## config.mk

```make
export PLATFORM = sky130hd
export DESIGN_NAME = gcd_unit_flat
export DESIGN_NICKNAME = d
export VERILOG_FILES = /design/src/rtl/gcd_pkg.sv /design/src/rtl/gcd_if.sv /design/src/rtl/gcd_step.sv /design/src/rtl/gcd_unit.sv /design/src/flat_wrapper.sv
export SDC_FILE = /design/constraint.sdc
export NUM_CORES = 1
export LEC_CHECK = 0
export ABC_CLOCK_PERIOD_IN_PS = 2900
export CAP_MARGIN = 40
export CORE_MARGIN = 5
export CORE_UTILIZATION = 28
export CTS_BUF_LIST = sky130_fd_sc_hd__clkbuf_8
export DETAILED_ROUTE_END_ITERATION = 8
export PLACE_DENSITY = 0.56
export SETUP_SLACK_MARGIN = 0.5
export SYNTH_ARGS = -nofsm -noshare
export SYNTH_HDL_FRONTEND = slang
export SYNTH_HIERARCHICAL = 1
export SYNTH_SLANG_ARGS = --single-unit
```

## constraint.sdc

```tcl
create_clock -name clk -period 2.9 [get_ports clk]
set_clock_uncertainty 0.15 [all_clocks]
set_input_delay 0.435 -clock clk [delete_from_list [all_inputs] [get_ports clk]]
set_output_delay 0.435 -clock clk [all_outputs]
set_load 0.005 [all_outputs]
```

## src/rtl/gcd_pkg.sv

```systemverilog
// Shared types and constants for the iterative GCD engine.
package gcd_pkg;

  // Controller states.
  typedef enum logic [1:0] {
    IDLE = 2'd0,
    RUN  = 2'd1,
    DONE = 2'd2
  } state_t;

  // Build-time algorithm selectors for the ALGO parameter.
  localparam int ALGO_SUB = 0;  // subtract-swap
  localparam int ALGO_BIN = 1;  // binary (Stein)

endpackage : gcd_pkg

```

## src/rtl/gcd_if.sv

```systemverilog
// Request/response bundle between a front-end (master) and the GCD engine (slave).
interface gcd_if #(
  parameter int W  = 8,
  parameter int CW = 16
) ();

  logic          start;
  logic [W-1:0]  a_in;
  logic [W-1:0]  b_in;
  logic          busy;
  logic          done;
  logic [W-1:0]  result;
  logic          zero_in;
  logic [CW-1:0] steps;

  modport master (
    output start, a_in, b_in,
    input  busy, done, result, zero_in, steps
  );

  modport slave (
    input  start, a_in, b_in,
    output busy, done, result, zero_in, steps
  );

endinterface : gcd_if

```

## src/rtl/gcd_step.sv

```systemverilog
// One combinational GCD reduction step; the top applies it once per RUN cycle.
module gcd_step
  import gcd_pkg::*;
#(
  parameter int W    = 8,
  parameter int ALGO = ALGO_SUB,
  parameter int KW   = $clog2(W) + 1
) (
  input  logic [W-1:0]  a_i,
  input  logic [W-1:0]  b_i,
  input  logic [KW-1:0] k_i,
  output logic [W-1:0]  a_o,
  output logic [W-1:0]  b_o,
  output logic [KW-1:0] k_o,
  output logic          finish_o,
  output logic          zero_o
);

  // Finish detection first, then the algorithm-specific reduction.
  always_comb begin
    // NOTE: every output gets a default before any branch, so no path leaves
    // a value unassigned and no latch is inferred.
    a_o      = a_i;
    b_o      = b_i;
    k_o      = k_i;
    zero_o   = (a_i == '0) || (b_i == '0);
    finish_o = zero_o || (a_i == b_i);

    if (!finish_o) begin
      if (ALGO == ALGO_SUB) begin
        // a > b: subtract without wrap; otherwise swap so the larger is in a.
        if (a_i > b_i) begin
          a_o = a_i - b_i;
        end else begin
          a_o = b_i;
          b_o = a_i;
        end
      end else begin
        unique case ({a_i[0], b_i[0]})
          2'b00: begin
            // Common factor of two: strip it and remember it in k.
            a_o = a_i >> 1;
            b_o = b_i >> 1;
            k_o = k_i + KW'(1);
          end
          2'b01:   a_o = a_i >> 1;
          2'b10:   b_o = b_i >> 1;
          default: begin
            // Both odd and unequal: difference of the larger is even next step.
            if (a_i > b_i) begin
              a_o = a_i - b_i;
            end else begin
              a_o = b_i;
              b_o = a_i;
            end
          end
        endcase
      end
    end
  end

endmodule : gcd_step

```

## src/rtl/gcd_unit.sv

```systemverilog
// Iterative GCD engine: start/busy/done handshake, one reduction step per cycle.
module gcd_unit
  import gcd_pkg::*;
#(
  parameter int W    = 8,
  parameter int ALGO = ALGO_SUB,
  parameter int CW   = 16
) (
  input  logic clk,
  input  logic rst,
  gcd_if.slave bus
);

  localparam int KW = $clog2(W) + 1;

  state_t        state_q;
  logic [W-1:0]  a_q, b_q;
  logic [KW-1:0] k_q;
  logic [CW-1:0] steps_q;
  logic [W-1:0]  result_q;
  logic          zero_q;
  logic          busy_q;
  logic          done_q;

  logic [W-1:0]  a_d, b_d;
  logic [KW-1:0] k_d;
  logic [CW-1:0] steps_d;
  logic [W-1:0]  result_d;
  logic          finish;
  logic          zero_op;

  gcd_step #(
    .W    (W),
    .ALGO (ALGO),
    .KW   (KW)
  ) u_step (
    .a_i      (a_q),
    .b_i      (b_q),
    .k_i      (k_q),
    .a_o      (a_d),
    .b_o      (b_d),
    .k_o      (k_d),
    .finish_o (finish),
    .zero_o   (zero_op)
  );

  // On finish one operand is zero or both are equal, so a|b is the odd part.
  assign result_d = W'((a_q | b_q) << k_q);
  assign steps_d  = (steps_q == '1) ? steps_q : steps_q + CW'(1);

  // Controller, operand datapath and output holding registers.
  always_ff @(posedge clk) begin
    // NOTE: the reset is synchronous and clears every register, including the
    // operand and result holders, so no stale value is visible after rst.
    if (rst) begin
      state_q  <= IDLE;
      a_q      <= '0;
      b_q      <= '0;
      k_q      <= '0;
      steps_q  <= '0;
      result_q <= '0;
      zero_q   <= 1'b0;
      busy_q   <= 1'b0;
      done_q   <= 1'b0;
    end else begin
      // NOTE: non-blocking assignments throughout, so every register samples
      // the pre-edge value of the others.
      done_q <= 1'b0;
      unique case (state_q)
        IDLE, DONE: begin
          if (bus.start) begin
            a_q     <= bus.a_in;
            b_q     <= bus.b_in;
            k_q     <= '0;
            steps_q <= '0;
            busy_q  <= 1'b1;
            state_q <= RUN;
          end else begin
            state_q <= IDLE;
          end
        end
        RUN: begin
          if (finish) begin
            result_q <= result_d;
            zero_q   <= zero_op;
            busy_q   <= 1'b0;
            done_q   <= 1'b1;
            state_q  <= DONE;
          end else begin
            a_q     <= a_d;
            b_q     <= b_d;
            k_q     <= k_d;
            steps_q <= steps_d;
          end
        end
        default: begin
          busy_q  <= 1'b0;
          state_q <= IDLE;
        end
      endcase
    end
  end

  assign bus.busy    = busy_q;
  assign bus.done    = done_q;
  assign bus.result  = result_q;
  assign bus.zero_in = zero_q;
  assign bus.steps   = steps_q;

endmodule : gcd_unit

```

## src/flat_wrapper.sv

```systemverilog
// flat-port wrapper written by rule: the top's interface ports become plain ports
module gcd_unit_flat import gcd_pkg::*;
#(
  parameter int W    = 8,
  parameter int ALGO = ALGO_SUB,
  parameter int CW   = 16
)
  (clk, rst, bus_start, bus_a_in, bus_b_in, bus_busy, bus_done, bus_result, bus_zero_in, bus_steps);
  gcd_if #(.W(W), .CW(CW)) bus_i ();
  input  logic clk;
  input  logic rst;
  input wire logic [$bits(bus_i.start)-1:0] bus_start;
  input wire logic [$bits(bus_i.a_in)-1:0] bus_a_in;
  input wire logic [$bits(bus_i.b_in)-1:0] bus_b_in;
  output wire logic [$bits(bus_i.busy)-1:0] bus_busy;
  output wire logic [$bits(bus_i.done)-1:0] bus_done;
  output wire logic [$bits(bus_i.result)-1:0] bus_result;
  output wire logic [$bits(bus_i.zero_in)-1:0] bus_zero_in;
  output wire logic [$bits(bus_i.steps)-1:0] bus_steps;
  assign bus_i.start = bus_start;
  assign bus_i.a_in = bus_a_in;
  assign bus_i.b_in = bus_b_in;
  assign bus_busy = bus_i.busy;
  assign bus_done = bus_i.done;
  assign bus_result = bus_i.result;
  assign bus_zero_in = bus_i.zero_in;
  assign bus_steps = bus_i.steps;
  gcd_unit #(.W(W), .ALGO(ALGO), .CW(CW)) u_core (.clk(clk), .rst(rst), .bus(bus_i));
endmodule
```

==> results of run 1 <==
-- flip-flops by register name, summed over array words and instances (netlist names) --
name and count:
u_core/a_q 8, u_core/k_q 4, u_core/bus.busy 1, u_core/bus.steps 16, u_core/bus.zero_in 1, u_core/bus.result 8, u_core/state_q 2, u_core/bus.done 1
u_core/b_q 8
-- cells in the mapped netlist, drive strengths merged (3+ instances only) --
library cell  instances  area, µm²
o211ai                8       65.1
dfxtp                49        981
o21ai                22        114
nand2                61        229
inv                  15       56.3
nor3                 12       60.1
clkbuf               20       75.1
nand2b                3       18.8
and4                  3       31.3
a31oi                 8       56.3
o31ai                 4       30.0
a21o                  5       38.8
a21oi                34        170
and3                  6       42.5
buf                  14        109
nor4                  5       31.3
nand3                14       70.1
nor3b                 3       22.5
nor2                 42        158
or4                   3       22.5
a311oi               16        140
mux2i                 8       80.1
nand4                 6       37.5
ha                    9        113
a22oi                 6       45.0
nor2b                 4       32.5
mux2                 11        124
-- area by class of cell --
type | instances | area [µm²] | area share
Multi-Input combinational cell | 318 | 2260 | 0.508
Clock buffer | 5 | 68.8 | 0.0155
Timing Repair Buffer | 92 | 847 | 0.191
Clock inverter | 2 | 38.8 | 0.00873
Tap cell | 143 | 179 | 0.0403
Sequential cell | 49 | 995 | 0.224
Inverter | 15 | 58.8 | 0.0132
-- worst max path at each step --
| stage | end | slack (ns) | from |
|---|---|---|---|
| after floorplan | u_core/bus.steps[6] | 0.27 | u_core/b_q[5] |
| after global placement | u_core/a_q[5] | 0.15 | u_core/b_q[7] |
| after detailed placement | u_core/a_q[5] | 0.13 | u_core/b_q[7] |
| after CTS | u_core/b_q[0] | 0.36 | u_core/a_q[0] |
| after global routing | u_core/b_q[0] | 0.27 | u_core/a_q[0] |
| final | u_core/b_q[4] | 0.35 | u_core/a_q[0] |
-- report_power, final --
group          switching (W)  total [W]  internal [W]
clock network       0.000261   0.000517      0.000256
registers          0.0000779   0.000839      0.000761
logic                0.00120    0.00240       0.00120
total                0.00154    0.00376       0.00222
-- worst max-delay path, cell delays in order (launching register included) --
cell	delay [ns]
dfxtp_2	0.34
inv_2	0.06
ha_4	0.13
inv_2	0.04
fa_2	0.33
a21o_1	0.17
a21o_2	0.24
a31oi_4	0.21
nand2b_1	0.12
buf_12	0.16
mux2_4	0.19
nand2_1	0.05
a311oi_1	0.28
-- kinds of logic (layout without fill, tap and decap cells) --
logic type	Yosys count	after routing	synth area share
AND/OR/NAND/NOR	168	168	0.254
XOR/XNOR	2	2	0.00551
AO/OA/AOI/OAI	118	119	0.251
buffers and inverters	49	114	0.0755
adder cells (fa/ha/maj)	10	10	0.0417
multiplexers	19	19	0.0641
flip-flops	49	49	0.308
-- per-layer routing --
layer | track usage | share of wire | vias to the layer above
li1 | - | - | 1645
met1 | 0.194 | 0.45 | 1616
met2 | 0.243 | 0.47 | 98
met3 | 0.0306 | 0.058 | 18
met4 | 0.0512 | 0.016 | 0
met5 | 0 | 0 | -
-- through the flow --
stage | cell area (µm²) | hold WS (ns) | total power (W)
after floorplan | 3280 | 0.303 | 0.00221
after global placement | 3920 | 0.300 | 0.00268
after detailed placement | 3920 | 0.304 | 0.00269
after CTS | 4320 | 0.322 | 0.00358
after global routing | 4440 | 0.365 | 0.00399
final | 4440 | 0.319 | 0.00376
-- repair_timing --
action | in CTS | in global routing
hold endpoints to repair | 0 | 0
pin swaps | 19 | 18
setup buffers | 17 | 3
resized for setup | 38 | 23
setup endpoints to repair | 39 | 34
cloned | 2 | 0
hold buffers | 0 | 0
==> flow_metrics.tcl, run 1 <==
set metrics [dict create \
    place.gp.congestion 0.842 \
    worstSetupStartpointType "flop" \
    nFillCells 1147 \
    power_density_mw_per_mm2 845 \
    tightest_slew_ns 0.728 \
    utilization 0.394 \
    firstDrtPassIters 5 \
    diodes 0 \
    dieArea_mm2 0.0136 \
    synth_area_per_cell_um2 7.67 \
    path_max_fanout 8 \
    status "complete, no violations" \
    rows 39 \
    synth-seq-cells 49 \
    period_share 0.881 \
    io_buffers 45 \
    hold_end "u_core/bus.zero_in" \
    r2r-start "u_core/a_q[0]" \
    drcViolationCount 0 \
    ys_types 55 \
    antenna_found_initial 0 \
    ant_nets 0 \
    clockBufferDepth 2 \
    fin_ws_ns 0.346 \
    fmaxAchievable_mhz 392 \
    rrSetupSlack_ns 0.35 \
    ys_seq_area_frac 0.308 \
    cp_data_arrival_time_ns 2.64 \
    slew_headroom 0.511 \
    r2r_end "u_core/b_q[4]" \
    post_drt_wl_per_cell_um 16.4 \
    hp-class "flop to flop" \
    cp_data_required_time_ns 2.98 \
    max-cap-violations 0 \
    grt_pass1_vias 3291 \
    syn-cell-area_mm2 0.00318 \
    wl_um 10200 \
    rsz0062_at_grt "true" \
    area_growth_pct 39.7 \
    dp_hpwl_um 6680 \
    start_util 0.282 \
    dp.cells 595 \
    syn_inst 415 \
    grt_remaining_overflow 0 \
    via_per_inst 5.41 \
    clk_latency_ns 0.32 \
    yosysWarnings 6 \
    root_buffer "clkbuf_8" \
    finalMaxSlewViolations 0 \
    clkSinkCount 49 \
    whs_path_depth 2 \
    gr-usage-all-layers 0.148 \
    clkTransAtPathRegs_ns 0.10 \
    leakagePower_nw 1.65 \
    final_nets 510 \
    ys.flop_type "dfxtp_1" \
    cts_tree "done" \
    grt_pass1_wl_um 16200 \
    synth-edff-count 0 \
    first_iter_violations 200 \
    worstHoldStart "u_core/bus.zero_in" \
    async_flop_share 0 \
    endpoint_kind "flop" \
    die_h_um 117 \
    mostFrequentLayoutCells "nand2_1, clkdlybuf4s50_1, nor2_1, dfxtp_1, buf_4" \
    rr_worst_depth 12 \
    final_common_cell "nand2_1" \
    syn_nets 444 \
    ios 46 \
    die_w_um 117 \
    grt_max_degree 38 \
    finalHoldViolCount 0 \
    route.vias.total 3377 \
    drive_gt1_frac 0.245 \
    cts_buffers 5 \
    setup_viol 0 \
    peakVddDrop_uv 383 \
    crit_type "flop to flop" \
    fin_crit_ns 2.55 \
    setup-tns-final_ns 0 \
    final_cells 624 \
    core_region_area_mm2 0.0113 \
    htreeDepth 2 \
    pre_cts_slack_ns 0.135 \
]
Power figures use the tool's default switching activity.
==> inputs of run 2 (changes only) <==
--- a/config.mk
+++ b/config.mk
@@ -8,10 +8,11 @@
 export ABC_CLOCK_PERIOD_IN_PS = 2900
 export CAP_MARGIN = 40
 export CORE_MARGIN = 5
-export CORE_UTILIZATION = 28
+export CORE_UTILIZATION = 51
 export CTS_BUF_LIST = sky130_fd_sc_hd__clkbuf_8
 export DETAILED_ROUTE_END_ITERATION = 8
-export PLACE_DENSITY = 0.56
+export GPL_TIMING_DRIVEN = 0
+export PLACE_DENSITY = 0.87
 export SETUP_SLACK_MARGIN = 0.5
 export SYNTH_ARGS = -nofsm -noshare
 export SYNTH_HDL_FRONTEND = slang
==> flow_metrics.tcl, run 2 (same netlist as run 1, synthesis figures left out) <==
set metrics [dict create \
    status "complete, no violations" \
    place.gp.congestion 0.899 \
    tightest_slew_ns 0.821 \
    regArea_mm2 0.00103 \
    rsz0062_at_grt "true" \
    worstHoldStart "u_core/bus.zero_in" \
    core_region_area_mm2 0.00599 \
    dieArea_mm2 0.00792 \
    mostFrequentLayoutCells "nand2_1, clkdlybuf4s50_1, nor2_1, buf_4, dfxtp_1" \
    fmaxAchievable_mhz 353 \
    r2r-start "u_core/a_q[0]" \
    endpoint_kind "flop" \
    peakVddDrop_uv 578 \
    cts_buffers 5 \
    met1_usage 0.403 \
    clkTransAtPathRegs_ns 0.09 \
    use_met2 0.454 \
    cp_data_arrival_time_ns 2.88 \
    dp.cells 535 \
    postLayoutCellArea_mm2 0.00482 \
    rr_worst_depth 12 \
    drcViolationCount 0 \
    multi_input_area_mm2 0.00240 \
    ios 46 \
    hold_end "u_core/bus.zero_in" \
    power_density_mw_per_mm2 891 \
    clk_latency_ns 0.31 \
    worstSetupStartpointType "flop" \
    io_buffers 45 \
    dp_hpwl_um 6550 \
    area_growth_pct 51.4 \
    ant_nets 0 \
    die_h_um 89.0 \
    grt_remaining_overflow 0 \
    max-cap-violations 0 \
    largest_register_ffs 16 \
    hp-class "flop to flop" \
    antenna_found_initial 0 \
    rrSetupSlack_ns 0.07 \
    final_common_cell "nand2_1" \
    diodes 0 \
    fin_crit_ns 2.83 \
    wl_um 13800 \
    gr-usage-all-layers 0.295 \
    htreeDepth 2 \
    fin_hold_ws_ns 0.332 \
    grt_max_degree 15 \
    place_area_mm2 0.00382 \
    finalHoldViolCount 0 \
    r2r_end "u_core/b_q[2]" \
    die_w_um 89.0 \
    setup_viol 0 \
    firstDrtPassIters 9 \
    final_cells 589 \
    busiest_layer "met2" \
    grt_pass1_wl_um 18400 \
    whs_path_depth 2 \
    start_util 0.531 \
    finalMaxSlewViolations 0 \
    rows 28 \
    route.vias.total 4191 \
    nFillCells 330 \
    p_total_w 0.00429 \
    first_iter_violations 841 \
    via_per_inst 7.12 \
    post_drt_wl_per_cell_um 23.5 \
    crit_type "flop to flop" \
    grt_util_met3 0.0498 \
    drive_gt1_frac 0.348 \
    clkSinkCount 49 \
    final_nets 543 \
    slew_headroom 0.448 \
    cp_data_required_time_ns 2.95 \
    cts_tree "done" \
    period_share 0.976 \
    clockBufferDepth 2 \
    root_buffer "clkbuf_8" \
    grt_pass1_vias 3692 \
    path_max_fanout 8 \
    leakagePower_nw 1.81 \
]
[run 2: changes by cell type in the layout (fill, tap and decap cells not counted), sizes merged]
cell	change
buf	+16
clkinvlp	+1
bufinv	-1
o211ai	-1
inv	-1
clkbuf	+19
[run 2: area by class of cell]
type,instances,area share
multi-input combinational,317,0.498
timing repair buffer,92,0.182
sequential,49,0.215
clock buffer,6,0.0171
buffer,34,0.0540
clock inverter,1,0.00156
inverter,15,0.0132
tap,75,0.0195
[run 2: layer usage]
layer / vias up / wire (µm) / part of all wire
li1: 1717 / - / -
met1: 1929 / 4820 / 0.35
met2: 409 / 6190 / 0.45
met3: 136 / 1680 / 0.12
met4: 0 / 1130 / 0.082
met5: - / 0 / 0
[run 2: timing repair]
item | CTS | global route
hold buffers | 0 | 0
gates cloned | 2 | 1
setup buffers | 27 | 17
pin swaps | 32 | 37
setup endpoints to repair | 48 | 46
resized for setup | 83 | 65
[run 2: per-stage QoR]
| stage | setup TNS [ns] | util | worst slack, ns |
|---|---|---|---|
| 2_1_floorplan | 0 | - | 0.269 |
| 3_3_place_gp | 0 | 0.638 | 0.00499 |
| 3_5_place_dp | -0.247 | 0.638 | -0.0412 |
| 4_1_cts | 0 | 0.737 | 0.306 |
| 5_1_grt | 0 | 0.804 | 0.0367 |
| 6_report | 0 | 0.804 | 0.0685 |
[run 2: worst max path at each step]
stage	cells past startpoint	slack [ns]	to	startpoint
2_1_floorplan	12	0.27	u_core/bus.steps[6]	u_core/b_q[5]
4_1_cts	12	0.31	u_core/b_q[6]	u_core/a_q[0]
3_5_place_dp	11	-0.04	u_core/bus.steps[7]	u_core/b_q[3]
5_1_grt	12	0.04	u_core/a_q[1]	u_core/a_q[0]
6_report	12	0.07	u_core/b_q[2]	u_core/a_q[0]
3_3_place_gp	11	0.005	u_core/bus.steps[7]	u_core/b_q[3]
[run 2: worst max-delay path: stages (launching register included)]
cell	delay, ns
dfxtp_4	0.37
inv_4	0.05
ha_4	0.13
inv_2	0.04
fa_2	0.34
a21o_1	0.18
a21o_2	0.25
a31oi_4	0.27
nand2b_1	0.15
buf_6	0.18
mux2_4	0.20
nand2_1	0.06
a311oi_2	0.33
[run 2: power by group]
part           internal [W]  switching [W]  total [W]
sequential         0.000778       0.000152   0.000931
combinational       0.00142        0.00152    0.00294
clock              0.000189       0.000235   0.000424
==> inputs of run 3 (changes only) <==
--- a/config.mk
+++ b/config.mk
@@ -14,6 +14,7 @@
 export GPL_TIMING_DRIVEN = 0
 export PLACE_DENSITY = 0.87
 export SETUP_SLACK_MARGIN = 0.5
+export SLEW_MARGIN = 10
 export SYNTH_ARGS = -nofsm -noshare
 export SYNTH_HDL_FRONTEND = slang
 export SYNTH_HIERARCHICAL = 1
==> results of run 3 <==
No change in the layout: final DEF, timing and power equal those of run 2.
